==> config.mk <==
export PLATFORM = sky130hd
export DESIGN_NAME = ysyx_22050710_sram_arbiter
export DESIGN_NICKNAME = d
export VERILOG_FILES = /design/src/rtl/ysyx_22050710_sram_arbiter_pkg.sv /design/src/rtl/ysyx_22050710_owner_fifo.sv /design/src/rtl/ysyx_22050710_sram_arbiter.sv
export SDC_FILE = /design/constraint.sdc
export NUM_CORES = 1
export LEC_CHECK = 0
export BUFFER_PORTS_ARGS = -buffer_cell sky130_fd_sc_hd__buf_2
export CORE_AREA = 2 2 202 204
export DETAILED_ROUTE_END_ITERATION = 8
export DIE_AREA = 0 0 204 206
export GPL_TIMING_DRIVEN = 0
export HOLD_SLACK_MARGIN = 0.02
export SLEW_MARGIN = 10
export SYNTH_ARGS = -nofsm -noshare
export SYNTH_HDL_FRONTEND = slang
export SYNTH_SLANG_ARGS = --single-unit
export TNS_END_PERCENT = 50
==> constraint.sdc <==
create_clock -name i_clk -period 3.55 [get_ports i_clk]
set_input_delay 0.71 -clock i_clk [delete_from_list [all_inputs] [get_ports i_clk]]
set_output_delay 0.71 -clock i_clk [all_outputs]
set_load 0.03 [all_outputs]
==> src/rtl/ysyx_22050710_sram_arbiter_pkg.sv <==
// Shared constants for the SRAM-like bus arbiter: master IDs and size codes.
package ysyx_22050710_sram_arbiter_pkg;

  // Owner ID stored in the in-order response FIFO.
  typedef logic mst_t;

  localparam mst_t MST_INST = 1'b0;
  localparam mst_t MST_DATA = 1'b1;

  // Transfer size codes carried on the *_size buses.
  localparam logic [1:0] SIZE_B = 2'd0;  // 1 byte
  localparam logic [1:0] SIZE_H = 2'd1;  // 2 bytes
  localparam logic [1:0] SIZE_W = 2'd2;  // 4 bytes
  localparam logic [1:0] SIZE_D = 2'd3;  // 8 bytes

endpackage

==> src/rtl/ysyx_22050710_owner_fifo.sv <==
// In-order FIFO of 1-bit owner IDs for requests accepted by the slave
// but not yet answered with data_ok.
module ysyx_22050710_owner_fifo #(
  parameter int DEPTH = 4
) (
  input  logic i_clk,
  input  logic i_rst,
  input  logic i_push,
  input  logic i_pop,
  input  logic i_din,
  output logic o_full,
  output logic o_empty,
  output logic o_head
);

  localparam int PTR_WD = $clog2(DEPTH);
  localparam int CNT_WD = PTR_WD + 1;
  localparam logic [PTR_WD-1:0] PTR_ONE = PTR_WD'(1);
  localparam logic [CNT_WD-1:0] CNT_ONE = CNT_WD'(1);
  localparam logic [CNT_WD-1:0] CNT_MAX = CNT_WD'(DEPTH);

  logic              r_mem [DEPTH];
  logic [PTR_WD-1:0] r_wr_ptr;
  logic [PTR_WD-1:0] r_rd_ptr;
  logic [CNT_WD-1:0] r_count;

  logic w_do_push;
  logic w_do_pop;

  assign o_full    = (r_count == CNT_MAX);
  assign o_empty   = (r_count == '0);
  assign o_head    = r_mem[r_rd_ptr];
  assign w_do_push = i_push & ~o_full;
  assign w_do_pop  = i_pop & ~o_empty;

  // Pointers wrap naturally because DEPTH is a power of two; count tracks occupancy.
  always_ff @(posedge i_clk or posedge i_rst) begin
    if (i_rst) begin
      r_wr_ptr <= '0;
      r_rd_ptr <= '0;
      r_count  <= '0;
    end else begin
      // NOTE: sequential state uses non-blocking assignments so every register samples pre-edge values.
      if (w_do_push) r_wr_ptr <= r_wr_ptr + PTR_ONE;
      if (w_do_pop)  r_rd_ptr <= r_rd_ptr + PTR_ONE;
      case ({w_do_push, w_do_pop})
        2'b10:   r_count <= r_count + CNT_ONE;
        2'b01:   r_count <= r_count - CNT_ONE;
        default: r_count <= r_count;
      endcase
    end
  end

  // Owner storage write port.
  // NOTE: storage has no reset; an entry is only read while the count says it is valid.
  always_ff @(posedge i_clk) begin
    if (w_do_push) r_mem[r_wr_ptr] <= i_din;
  end

endmodule

==> src/rtl/ysyx_22050710_sram_arbiter.sv <==
// Two-master (inst/data) to one-slave arbiter on the SRAM-like req/addr_ok/data_ok
// bus. Data has priority unless a stalled request holds the lock; responses are
// steered back in order using the owner FIFO.
module ysyx_22050710_sram_arbiter
  import ysyx_22050710_sram_arbiter_pkg::*;
#(
  parameter int SRAM_ADDR_WD  = 32,
  parameter int SRAM_WMASK_WD = 8,
  parameter int SRAM_DATA_WD  = 64,
  parameter int OUTSTANDING   = 4
) (
  input  logic                     i_clk,
  input  logic                     i_rst,
  // inst master
  input  logic                     i_inst_req,
  input  logic                     i_inst_wr,
  input  logic [1:0]               i_inst_size,
  input  logic [SRAM_ADDR_WD-1:0]  i_inst_addr,
  input  logic [SRAM_WMASK_WD-1:0] i_inst_wstrb,
  input  logic [SRAM_DATA_WD-1:0]  i_inst_wdata,
  output logic                     o_inst_addr_ok,
  output logic                     o_inst_data_ok,
  output logic [SRAM_DATA_WD-1:0]  o_inst_rdata,
  // data master
  input  logic                     i_data_req,
  input  logic                     i_data_wr,
  input  logic [1:0]               i_data_size,
  input  logic [SRAM_ADDR_WD-1:0]  i_data_addr,
  input  logic [SRAM_WMASK_WD-1:0] i_data_wstrb,
  input  logic [SRAM_DATA_WD-1:0]  i_data_wdata,
  output logic                     o_data_addr_ok,
  output logic                     o_data_data_ok,
  output logic [SRAM_DATA_WD-1:0]  o_data_rdata,
  // slave
  output logic                     o_sram_req,
  output logic                     o_sram_wr,
  output logic [1:0]               o_sram_size,
  output logic [SRAM_ADDR_WD-1:0]  o_sram_addr,
  output logic [SRAM_WMASK_WD-1:0] o_sram_wstrb,
  output logic [SRAM_DATA_WD-1:0]  o_sram_wdata,
  input  logic                     i_sram_addr_ok,
  input  logic                     i_sram_data_ok,
  input  logic [SRAM_DATA_WD-1:0]  i_sram_rdata,
  // status
  output logic                     o_resp_err
);

  mst_t r_lock_owner;
  logic r_lock_valid;
  logic r_resp_err;

  mst_t w_grant;
  logic w_grant_req;
  logic w_full;
  logic w_empty;
  mst_t w_head;
  logic w_accept;
  logic w_pop;

  // Pick the master that drives the slave this cycle.
  always_comb begin
    // NOTE: every path assigns w_grant, so no latch is inferred.
    w_grant = MST_INST;
    if (r_lock_valid)    w_grant = r_lock_owner;
    else if (i_data_req) w_grant = MST_DATA;
  end

  // Zero-latency mux of the granted master's request payload onto the slave.
  always_comb begin
    if (w_grant == MST_DATA) begin
      w_grant_req  = i_data_req;
      o_sram_wr    = i_data_wr;
      o_sram_size  = i_data_size;
      o_sram_addr  = i_data_addr;
      o_sram_wstrb = i_data_wstrb;
      o_sram_wdata = i_data_wdata;
    end else begin
      w_grant_req  = i_inst_req;
      o_sram_wr    = i_inst_wr;
      o_sram_size  = i_inst_size;
      o_sram_addr  = i_inst_addr;
      o_sram_wstrb = i_inst_wstrb;
      o_sram_wdata = i_inst_wdata;
    end
  end

  // Request is withheld while the FIFO is full or reset is asserted.
  assign o_sram_req     = w_grant_req & ~w_full & ~i_rst;
  assign w_accept       = o_sram_req & i_sram_addr_ok;
  assign o_inst_addr_ok = w_accept & (w_grant == MST_INST);
  assign o_data_addr_ok = w_accept & (w_grant == MST_DATA);

  // Responses go to the FIFO head owner; data_ok on an empty FIFO is dropped.
  assign w_pop          = i_sram_data_ok & ~w_empty;
  assign o_inst_data_ok = w_pop & (w_head == MST_INST);
  assign o_data_data_ok = w_pop & (w_head == MST_DATA);
  assign o_inst_rdata   = i_sram_rdata;
  assign o_data_rdata   = i_sram_rdata;
  assign o_resp_err     = r_resp_err;

  ysyx_22050710_owner_fifo #(
    .DEPTH (OUTSTANDING)
  ) u_owner_fifo (
    .i_clk   (i_clk),
    .i_rst   (i_rst),
    .i_push  (w_accept),
    .i_pop   (w_pop),
    .i_din   (w_grant),
    .o_full  (w_full),
    .o_empty (w_empty),
    .o_head  (w_head)
  );

  // Hold the grant on a presented-but-not-accepted request until it is taken.
  always_ff @(posedge i_clk or posedge i_rst) begin
    if (i_rst) begin
      r_lock_valid <= 1'b0;
      r_lock_owner <= MST_INST;
    end else if (w_accept) begin
      r_lock_valid <= 1'b0;
    end else if (o_sram_req) begin
      r_lock_valid <= 1'b1;
      r_lock_owner <= w_grant;
    end else if (r_lock_valid && !w_grant_req) begin
      // Owner withdrew its request; release rather than wedge the bus.
      r_lock_valid <= 1'b0;
    end
  end

  // Sticky flag for a data_ok that had no outstanding request to match.
  always_ff @(posedge i_clk or posedge i_rst) begin
    if (i_rst)                           r_resp_err <= 1'b0;
    else if (i_sram_data_ok && w_empty)  r_resp_err <= 1'b1;
  end

endmodule

==> impl_results.md, run 1 <==
- Layout cell share with drive strength beyond 1: 0.616
- DRC Markers: 0
- Slew Limit Fails: 0
- Antenna Nets Post-Route: 0
- Vias in the first global route: 3,980
- Clk sinks: 14
- Pwr Density: 460 nW/um2
- Overflow after GRT: 0
- Synth Cell Area: just over 3000 um2
- CTS H-tree depth: 1
- Largest net degree at the start of global routing: 14
- Tmin final: 3.14 ns
- Die area: 42,000 um2
- CP Capture Type: primary output
- Area growth, synth to finish: 101%
- Synth Register Bits: 14
- Synth area leaders: nand2_1, buf_4, dfrtp_1
- Max-capacitance violation count: 0
- Initial drt markers: between 200 and 250
- Non-filler cells, final: 1,533
- Synthesized Nets: 826
- DR vias/cell: 2.99
- Die Wd: roughly 200 um
- Clock Tree Buf Depth: 2
- Critical Path Start Type: primary input
- Worst slew margin: 0.562
- Drt first pass iters: 4
- Final WL: 18,100 um
- Multi-input logic area: 1590 um2
- Fin. Hold Viols: 0
- Setup_tns: 0 ns
- Die Span Y: between 200 and 250 um
- Outcome: finished, final reports clean
- RSZ-0062 raised after global routing: false
- Core footprint: roughly 40,000 um2
- Vias: 4,588
- Syn avg cell area: 5.69 um2
- Post-CTS Setup Inserts: 0
- Yosys top cell area share: 0.396
- # setup viols final: 0
- CP required: ~2.8 ns
- Total GRT Usage: 0.0746
- Most common cell after layout, fill and taps aside: buf_2
- Clk_lat worst skew: 0.24 ns
- Total CTS buffers: 3
- ANT cells: 0
- VDD IR-drop max: 0.165 mV
- Synth warn: 0
- Inst Count DP: 1,529
- Commonest non-fill, non-tap cells in the layout: buf_2, nand2_1, buf_4, clkbuf_1, dfrtp_1
- Seq/Total Area, Yosys: 0.121
- Count of hold-fix buffers inserted at cts: 0
- Synth area leader: nand2_1
- Worst slew pin tran: around 0.65 ns
- Worst hold margin: 0.449 ns
- Syn Inst Count: between 500 and 600
- Post-synthesis cell type count: 30
- Final worst slack: 0.414 ns
- PostCTS Resize Cnt: 0
- Std-Cell Rows: 74
- Max frequency: 319 MHz
- Final Cycle Share: 0.884
- Design Power: 2.81 mW
- First-pass GRT wire length: 23,600 um
- I/O pins: 525
- Initial antenna violation count: 2
- DP HPWL: 16,500 um
- Fin Clk Skew: 0.00283 ns
- Leak Pwr: 3.86 nW
- Place WS: 0.277 ns
- Register area: around 370 um2
- Initial core utilization: 0.0759
- Hold WC Path Type: in -> async
- Clock root cell: clkbuf_16
- Critical path class: in -> out
- Placer Congestion: 0.818
- Cell area after layout: 6120 um2
- Routed wire per std cell: 11.8 um
- Fin nets: ~1,300
- Core Util, Final: 0.152
- CTS clock-pin slew for the worst setup and hold paths: about 0.05 ns
- Crit path DAT: between 2 and 2.5 ns
- CTS tree: yes
- Fillers: 4,782
- Max FO, Critical Path: 10
- Post-DP Area: just over 6000 um2
- Buffers on Ports: 460
[cells by family (layout without fill, tap and decap cells)]
| logic type | Yosys count | count (layout) | synth area share |
|---|---|---|---|
| AO/OA/AOI/OAI | 3 | 3 | 0.00698 |
| multiplexers | 5 | 5 | 0.0238 |
| AND/OR/NAND/NOR | 342 | 342 | 0.444 |
| adder cells (fa/ha/maj) | 6 | 6 | 0.0271 |
| flip-flops | 14 | 14 | 0.121 |
| buffers and inverters | 160 | 625 | 0.360 |
| XOR/XNOR | 6 | 6 | 0.0172 |
[worst paths after layout]
path	to	startpoint	depth (start not counted)	slack, ns
max	o_sram_wdata[55]	i_data_req	9	0.41
min	u_owner_fifo.r_wr_ptr[0]$_DFFE_PP0P_	i_rst	2	0.45
max reg2reg	u_owner_fifo.r_count[2]$_DFFE_PP0P_	u_owner_fifo.r_count[2]$_DFFE_PP0P_	10	1.12
min reg2reg	o_resp_err$_DFFE_PP0P_	o_resp_err$_DFFE_PP0P_	1	0.45
max in group asynchronous	u_owner_fifo.r_count[1]$_DFFE_PP0P_	i_rst	2	2.83
min in group i_clk	o_resp_err$_DFFE_PP0P_	o_resp_err$_DFFE_PP0P_	1	0.45
[state kept, by name, summed over array words and instances, names as in the netlist]
name and count:
u_owner_fifo.r_count 3, o_resp_err 1, r_lock_valid 1, r_lock_owner 1
u_owner_fifo.r_rd_ptr 2, u_owner_fifo.r_wr_ptr 2, u_owner_fifo.r_mem 4
[Yosys cell counts (all sizes together)]
cell	number
nor3b	1
edfxtp	4
clkbuf	10
xnor2	4
mux2	2
mux2i	2
a21oi	2
buf	141
xor2	2
ha	5
or2	1
dfrtp	10
fa	1
nor2	2
and2	7
inv	9
nand2	322
nor4	1
a21o	1
and3b	1
nor4b	1
nand2b	2
mux4	1
nor3	4
[area by class of cell]
type                       count  share of cell area
buffer                       151               0.174
clock buffer                   3              0.0123
clock inverter                 1            0.000613
inverter                       9             0.00552
multi-input combinational    362               0.260
sequential                    14              0.0605
tap                          532               0.109
timing repair buffer         461               0.379
[power breakdown]
group | leakage [nW] | switching [mW] | internal, mW
combinational | 3.67 | 1.59 | 0.731
sequential | 0.152 | 0.0553 | 0.232
clock | 0.0385 | 0.0608 | 0.149
total | 3.86 | 1.70 | 1.11
[metal layers]
metal / routed length [um] / up-vias / global-route usage
li1: - / 2408 / -
met1: 7910 / 1937 / 0.104
met2: 8850 / 231 / 0.127
met3: 1200 / 8 / 0.00741
met4: 99 / 4 / 0.00802
met5: 29 / - / 0
[critical path, cell delays in order]
cell and delay [ns]:
buf_2 0.13, mux2i_4 0.40, buf_8 0.20, inv_2 0.04, buf_2 0.23, buf_2 0.25
nand2_1 0.09, nand2_1 0.13, buf_2 0.22
Note: power is estimated with default switching activity, not from simulation.
==> run 2, diff against run 1 <==
--- a/config.mk
+++ b/config.mk
@@ -11,6 +11,7 @@
 export DIE_AREA = 0 0 204 206
 export GPL_TIMING_DRIVEN = 0
 export HOLD_SLACK_MARGIN = 0.02
+export RECOVER_POWER = 25
 export SLEW_MARGIN = 10
 export SYNTH_ARGS = -nofsm -noshare
 export SYNTH_HDL_FRONTEND = slang
==> run 2 against run 1 <==
- power shrank 0.37%
- hold slack lost 0.012 ns
- sequential share of layout area grew 0.070 points
- via count grew 0.26%
- non-clock buffer count is the same
- setup slack gained 0.0071 ns
- final cell count is the same
- design area shrank 1.1%
- highest routed layer unchanged
==> impl_results.md, run 2 (same netlist as run 1, synthesis figures left out) <==
- Outcome: finished, final reports clean
- Core Util, Final: 0.151
- DRC Markers: 0
- Count of hold-fix buffers inserted at cts: 0
- Post-CTS Setup Inserts: 0
- Worst slew margin: 0.558
- Max-capacitance violation count: 0
- Worst R2R Start: u_owner_fifo.r_count[2]$_DFFE_PP0P_
- DR vias/cell: 3.00
- Critical Path Start Type: primary input
- Core footprint: about 40,000 um2
- VDD IR-drop max: 0.165 mV
- Fin. Hold Viols: 0
- Biggest register: u_owner_fifo.r_mem
- R2R Path End: u_owner_fifo.r_count[2]$_DFFE_PP0P_
- Clk_lat worst skew: 0.24 ns
- Crit path from: i_data_req
- CTS H-tree depth: 1
- DP HPWL: 16,500 um
- Fin Clk Skew: 0.00286 ns
- Std-Cell Rows: 74
- Most common cell after layout, fill and taps aside: buf_2
- R2r setup slk: 1.05 ns
- WL met2: 8890 um
- Max frequency: 320 MHz
- Leak Pwr: about 3.7 nW
- Met1 WL: just under 8000 um
- Hold WC Path Type: in -> async
- Clk sinks: 14
- Layout cell share with drive strength beyond 1: 0.561
- Slew Limit Fails: 0
- Uppermost layer routed: met5
- Area growth, synth to finish: 98.4%
- Worst-case reg-to-reg path depth: 10
- Vias in the first global route: 3,980
- Vias: 4,600
- CP endpoint: o_sram_wdata[55]
- Final Cycle Share: 0.882
- First-pass GRT wire length: between 20,000 and 25,000 um
- Clock root cell: clkbuf_16
- Worst hold margin: 0.438 ns
- CTS tree: yes
- Commonest non-fill, non-tap cells in the layout: buf_2, nand2_1, buf_4, clkbuf_1, dfrtp_1
- Initial drt markers: about 240
- Tmin final: ~3.1 ns
- Cell area after layout: 6050 um2
- I/O pins: 525
- Post-DP Area: 6040 um2
- Overflow after GRT: 0
- CP Capture Type: primary output
- RSZ-0062 raised after global routing: false
- Die Span Y: between 200 and 250 um
- Design Power: 2.80 mW
- CP required: 2.84 ns
- Max FO, Critical Path: 10
- Crit path DAT: between 2 and 2.5 ns
- Placer Congestion: 0.818
- Die area: ~42,000 um2
- Final WL: 18,100 um
- WL met3: 1190 um
- Critical path class: in -> out
- Drt first pass iters: 4
- Largest net degree at the start of global routing: 14
- # setup viols final: 0
- Buffers on Ports: 460
- Fin nets: 1,292
- CTS clock-pin slew for the worst setup and hold paths: 0.05 ns
- Initial core utilization: 0.0759
- Worst slew pin tran: 0.660 ns
- Regs by FF count: u_owner_fifo.r_mem x4, u_owner_fifo.r_count x3
- Routed wire per std cell: between 10 and 15 um
- PostCTS Resize Cnt: 0
- Die Wd: 204 um
- Pwr Density: 464 nW/um2
- Total GRT Usage: 0.0746
- Clock Tree Buf Depth: 2
- Fillers: about 4,800
- Max FFs per register: 4
- Total CTS buffers: 3
- Initial antenna violation count: 2
- Antenna Nets Post-Route: 0
- ANT cells: 0
[run 2: cell type report]
| type | instances | area (um2) | area share |
|---|---|---|---|
| plain buffers | 151 | 1060 | 0.176 |
| clock buffers | 3 | 75.1 | 0.0124 |
| clock inverters | 1 | 3.75 | 0.000620 |
| inverters | 9 | 33.8 | 0.00558 |
| multi-input cells | 362 | 1590 | 0.262 |
| flip-flops and latches | 14 | 370 | 0.0612 |
| well taps | 532 | 666 | 0.110 |
| repair buffers | 461 | 2250 | 0.372 |
[run 2: report_power, final]
| group | leakage [nW] | total (mW) | switching [mW] | internal [mW] |
|---|---|---|---|---|
| sequential | 0.152 | 0.287 | 0.0553 | 0.232 |
| clock | 0.0385 | 0.209 | 0.0608 | 0.149 |
| combinational | 3.52 | 2.31 | 1.59 | 0.718 |
[run 2: worst min path at each step]
stage,depth (start not counted),end,slack [ns],from
floorplan,1,u_owner_fifo.r_rd_ptr[1]$_DFFE_PP0P_,0.45,u_owner_fifo.r_rd_ptr[1]$_DFFE_PP0P_
global placement,1,o_resp_err$_DFFE_PP0P_,0.44,o_resp_err$_DFFE_PP0P_
detailed placement,1,o_resp_err$_DFFE_PP0P_,0.45,o_resp_err$_DFFE_PP0P_
CTS,2,u_owner_fifo.r_wr_ptr[0]$_DFFE_PP0P_,0.46,i_rst
global route,2,u_owner_fifo.r_rd_ptr[0]$_DFFE_PP0P_,0.48,i_rst
finish,2,u_owner_fifo.r_wr_ptr[0]$_DFFE_PP0P_,0.44,i_rst
[run 2: through the flow]
stage | std cells | TNS, ns | setup slack, ns
finish | 1533 | 0 | 0.421
global route | 1533 | 0 | 0.212
CTS | 1533 | 0 | 0.271
detailed placement | 1529 | 0 | 0.277
global placement | 1528 | -18.00 | -0.335
floorplan | 536 | 0 | 1.09
[run 2: worst max-delay path, stage by stage]
cell and delay, ns:
buf_2 0.13, mux2i_4 0.40, buf_8 0.20, inv_2 0.04
buf_2 0.23, buf_2 0.25, nand2_1 0.09, nand2_1 0.13
buf_2 0.22
[run 2: per-layer routing]
layer	up-vias	global-route usage
met5	-	0
met4	4	0.00802
met3	8	0.00741
met2	228	0.127
met1	1953	0.104
li1	2407	-
==> run 3, diff against run 2 <==
--- a/config.mk
+++ b/config.mk
@@ -5,7 +5,7 @@
 export SDC_FILE = /design/constraint.sdc
 export NUM_CORES = 1
 export LEC_CHECK = 0
-export BUFFER_PORTS_ARGS = -buffer_cell sky130_fd_sc_hd__buf_2
+export BUFFER_PORTS_ARGS = -buffer_cell sky130_fd_sc_hd__buf_4
 export CORE_AREA = 2 2 202 204
 export DETAILED_ROUTE_END_ITERATION = 8
 export DIE_AREA = 0 0 204 206
==> run 3 against run 2 <==
- wire length up 6.4%
- sequential share of layout area is 0.90 points lower
- clock power up 13%
- clock skew is essentially flat
- setup slack improved by 0.096 ns
- combinational power grew 13%
- register-to-register slack worse by 0.10 ns
- flip-flop and latch count stayed put
- count of clock-buffer cells in the layout rose by 1
- highest routed layer unchanged
- final cell count rose by 0.13%
- global-route usage rose by 0.46 points
- utilization increased by 2.6 points
==> impl_results.md, run 3 (same netlist as run 1, synthesis figures left out) <==
- Outcome: finished, final reports clean
- Hold Crit Start: o_resp_err$_DFFE_PP0P_
- Worst-case reg-to-reg path depth: 10
- Pwr Density: 443 nW/um2
- Clk sinks: 14
- Worst slew pin tran: 0.665 ns
- Most common cell after layout, fill and taps aside: buf_4
- Core footprint: 40,200 um2
- Leak Pwr: roughly 4.1 nW
- Setup_tns: 0 ns
- CTS tree: yes
- Logic pwr share: 0.832
- Worst hold margin: 0.451 ns
- Final Cycle Share: 0.855
- Reg power frac: 0.093
- DP HPWL: 17,400 um
- CP dominant cell by count: nand2_1
- Place WS: 0.469 ns
- Antenna Nets Post-Route: 0
- Drt first pass iters: 5
- Crit-path max cell delay: 0.45 ns
- Slowest cell on crit path: clkbuf_1
- Max FFs per register: 4
- Die Wd: a little over 200 um
- Fin. Hold Viols: 0
- CTS clock-pin slew for the worst setup and hold paths: around 0.050 ns
- # setup viols final: 0
- R2r setup slk: 0.95 ns
- Non-filler cells, final: 1,535
- Routed wire per std cell: 12.5 um
- Net Sw Power: 1.75 mW
- CP required: ~2.8 ns
- VDD IR-drop max: about 0.17 mV
- Clk_lat worst skew: 0.24 ns
- CTS H-tree depth: 1
- Initial antenna violation count: 1
- PostCTS Resize Cnt: 0
- Final WL: 19,300 um
- Worst R2R Start: u_owner_fifo.r_count[2]$_DFFE_PP0P_
- Internal Power: between 1 and 1.5 mW
- Area growth, synth to finish: 133%
- Critical Path Start Type: register
- Tmin final: 3.03 ns
- WP buf/inv: 5
- Worst slew margin: 0.555
- RSZ-0062 raised after global routing: false
- Clock root cell: clkbuf_16
- Largest net degree at the start of global routing: 14
- Die Span Y: 206 um
- Total CTS buffers: 3
- Fin Clk Skew: 0.00277 ns
- Vias in the first global route: approximately 4,300
- Fillers: approximately 4,700
- Commonest non-fill, non-tap cells in the layout: buf_4, nand2_1, clkbuf_1, buf_2, dfrtp_1
- Total GRT Usage: 0.0792
- Regs by FF count: u_owner_fifo.r_mem x4, u_owner_fifo.r_count x3
- Max frequency: approximately 330 MHz
- Initial drt markers: 193
- Post-CTS Setup Inserts: 0
- Clock Tree Buf Depth: 2
- Buffers on Ports: 460
- Biggest register: u_owner_fifo.r_mem
- Critical path class: reg -> out
- Post-DP Area: 7200 um2
- R2R Path End: u_owner_fifo.r_count[2]$_DFFE_PP0P_
- Fin nets: 1,292
- Crit path DAT: 2.32 ns
- Placer Congestion: 0.888
- Max-capacitance violation count: 0
- DRC Markers: 0
- Count of hold-fix buffers inserted at cts: 0
- Std-Cell Rows: 74
- Cell area after layout: 7090 um2
- DR vias/cell: a little over 3
- Die area: 42,000 um2
- Core Util, Final: 0.177
- I/O pins: ~530
- Max FO, Critical Path: 11
- Clk network pwr share: 0.075
- Hold WC Path Type: reg -> reg
- Layout cell share with drive strength beyond 1: 0.562
- Multi-input logic area: 1590 um2
- Crit path depth: 8
- Sw Share: 0.557
- Register area: 370 um2
- Slew Limit Fails: 0
- Final worst slack: 0.516 ns
- First-pass GRT wire length: 25,500 um
- Inst Count DP: ~1,500
- Overflow after GRT: 0
- Initial core utilization: 0.0759
- Crit-path cells: mux2i_4, buf_16, inv_2, buf_2, clkbuf_1, nand2_1, nand2_1, buf_4
- Crit path from: r_lock_valid$_DFFE_PP0P_
- Vias: between 4,000 and 5,000
- CP Capture Type: primary output
- Cell family with most CP delay: buffers and inverters
- Design Power: ~3.1 mW
- CP endpoint: o_sram_addr[11]
run 3: final cells by class:
cell class,instances,area share
diodes,2,0.000706
plain buffers,151,0.150
clock buffers,4,0.0125
inverters,9,0.00476
multi-input cells,362,0.224
flip-flops and latches,14,0.0522
well taps,532,0.0938
repair buffers,461,0.462
run 3: layer usage:
| layer | global-route usage | wire length, um |
|---|---|---|
| met3 | 0.0123 | 1250 |
| met2 | 0.140 | 9900 |
| met5 | 0 | 13 |
| met1 | 0.104 | 7960 |
| met4 | 0.00906 | 137 |
run 3: how the worst min path moves through the flow:
| stage | end | slack [ns] | depth (start not counted) |
|---|---|---|---|
| finish | o_resp_err$_DFFE_PP0P_ | 0.45 | 1 |
| global placement | o_resp_err$_DFFE_PP0P_ | 0.44 | 1 |
| floorplan | u_owner_fifo.r_rd_ptr[1]$_DFFE_PP0P_ | 0.45 | 1 |
| global route | o_resp_err$_DFFE_PP0P_ | 0.47 | 1 |
| detailed placement | o_resp_err$_DFFE_PP0P_ | 0.45 | 1 |
| CTS | o_resp_err$_DFFE_PP0P_ | 0.46 | 1 |
run 3: power groups by stage:
stage | clock network [mW] | registers, mW | logic (mW)
floorplan | 0 | 0.286 | 1.55
global placement | 0 | 0.283 | 2.64
detailed placement | 0 | 0.291 | 2.68
CTS | 0.239 | 0.292 | 2.69
global route | 0.248 | 0.300 | 2.80
finish | 0.236 | 0.291 | 2.62
run 3: worst reg2reg max path, stage by stage (launching register included):
cell and delay [ns]:
dfrtp_1 0.41, nor3b_1 0.16, or2_0 0.30, nor4b_4 0.61, inv_1 0.12, ha_1 0.24, inv_1 0.08, fa_1 0.17
xor2_1 0.17, nor2_1 0.08, xor2_1 0.14
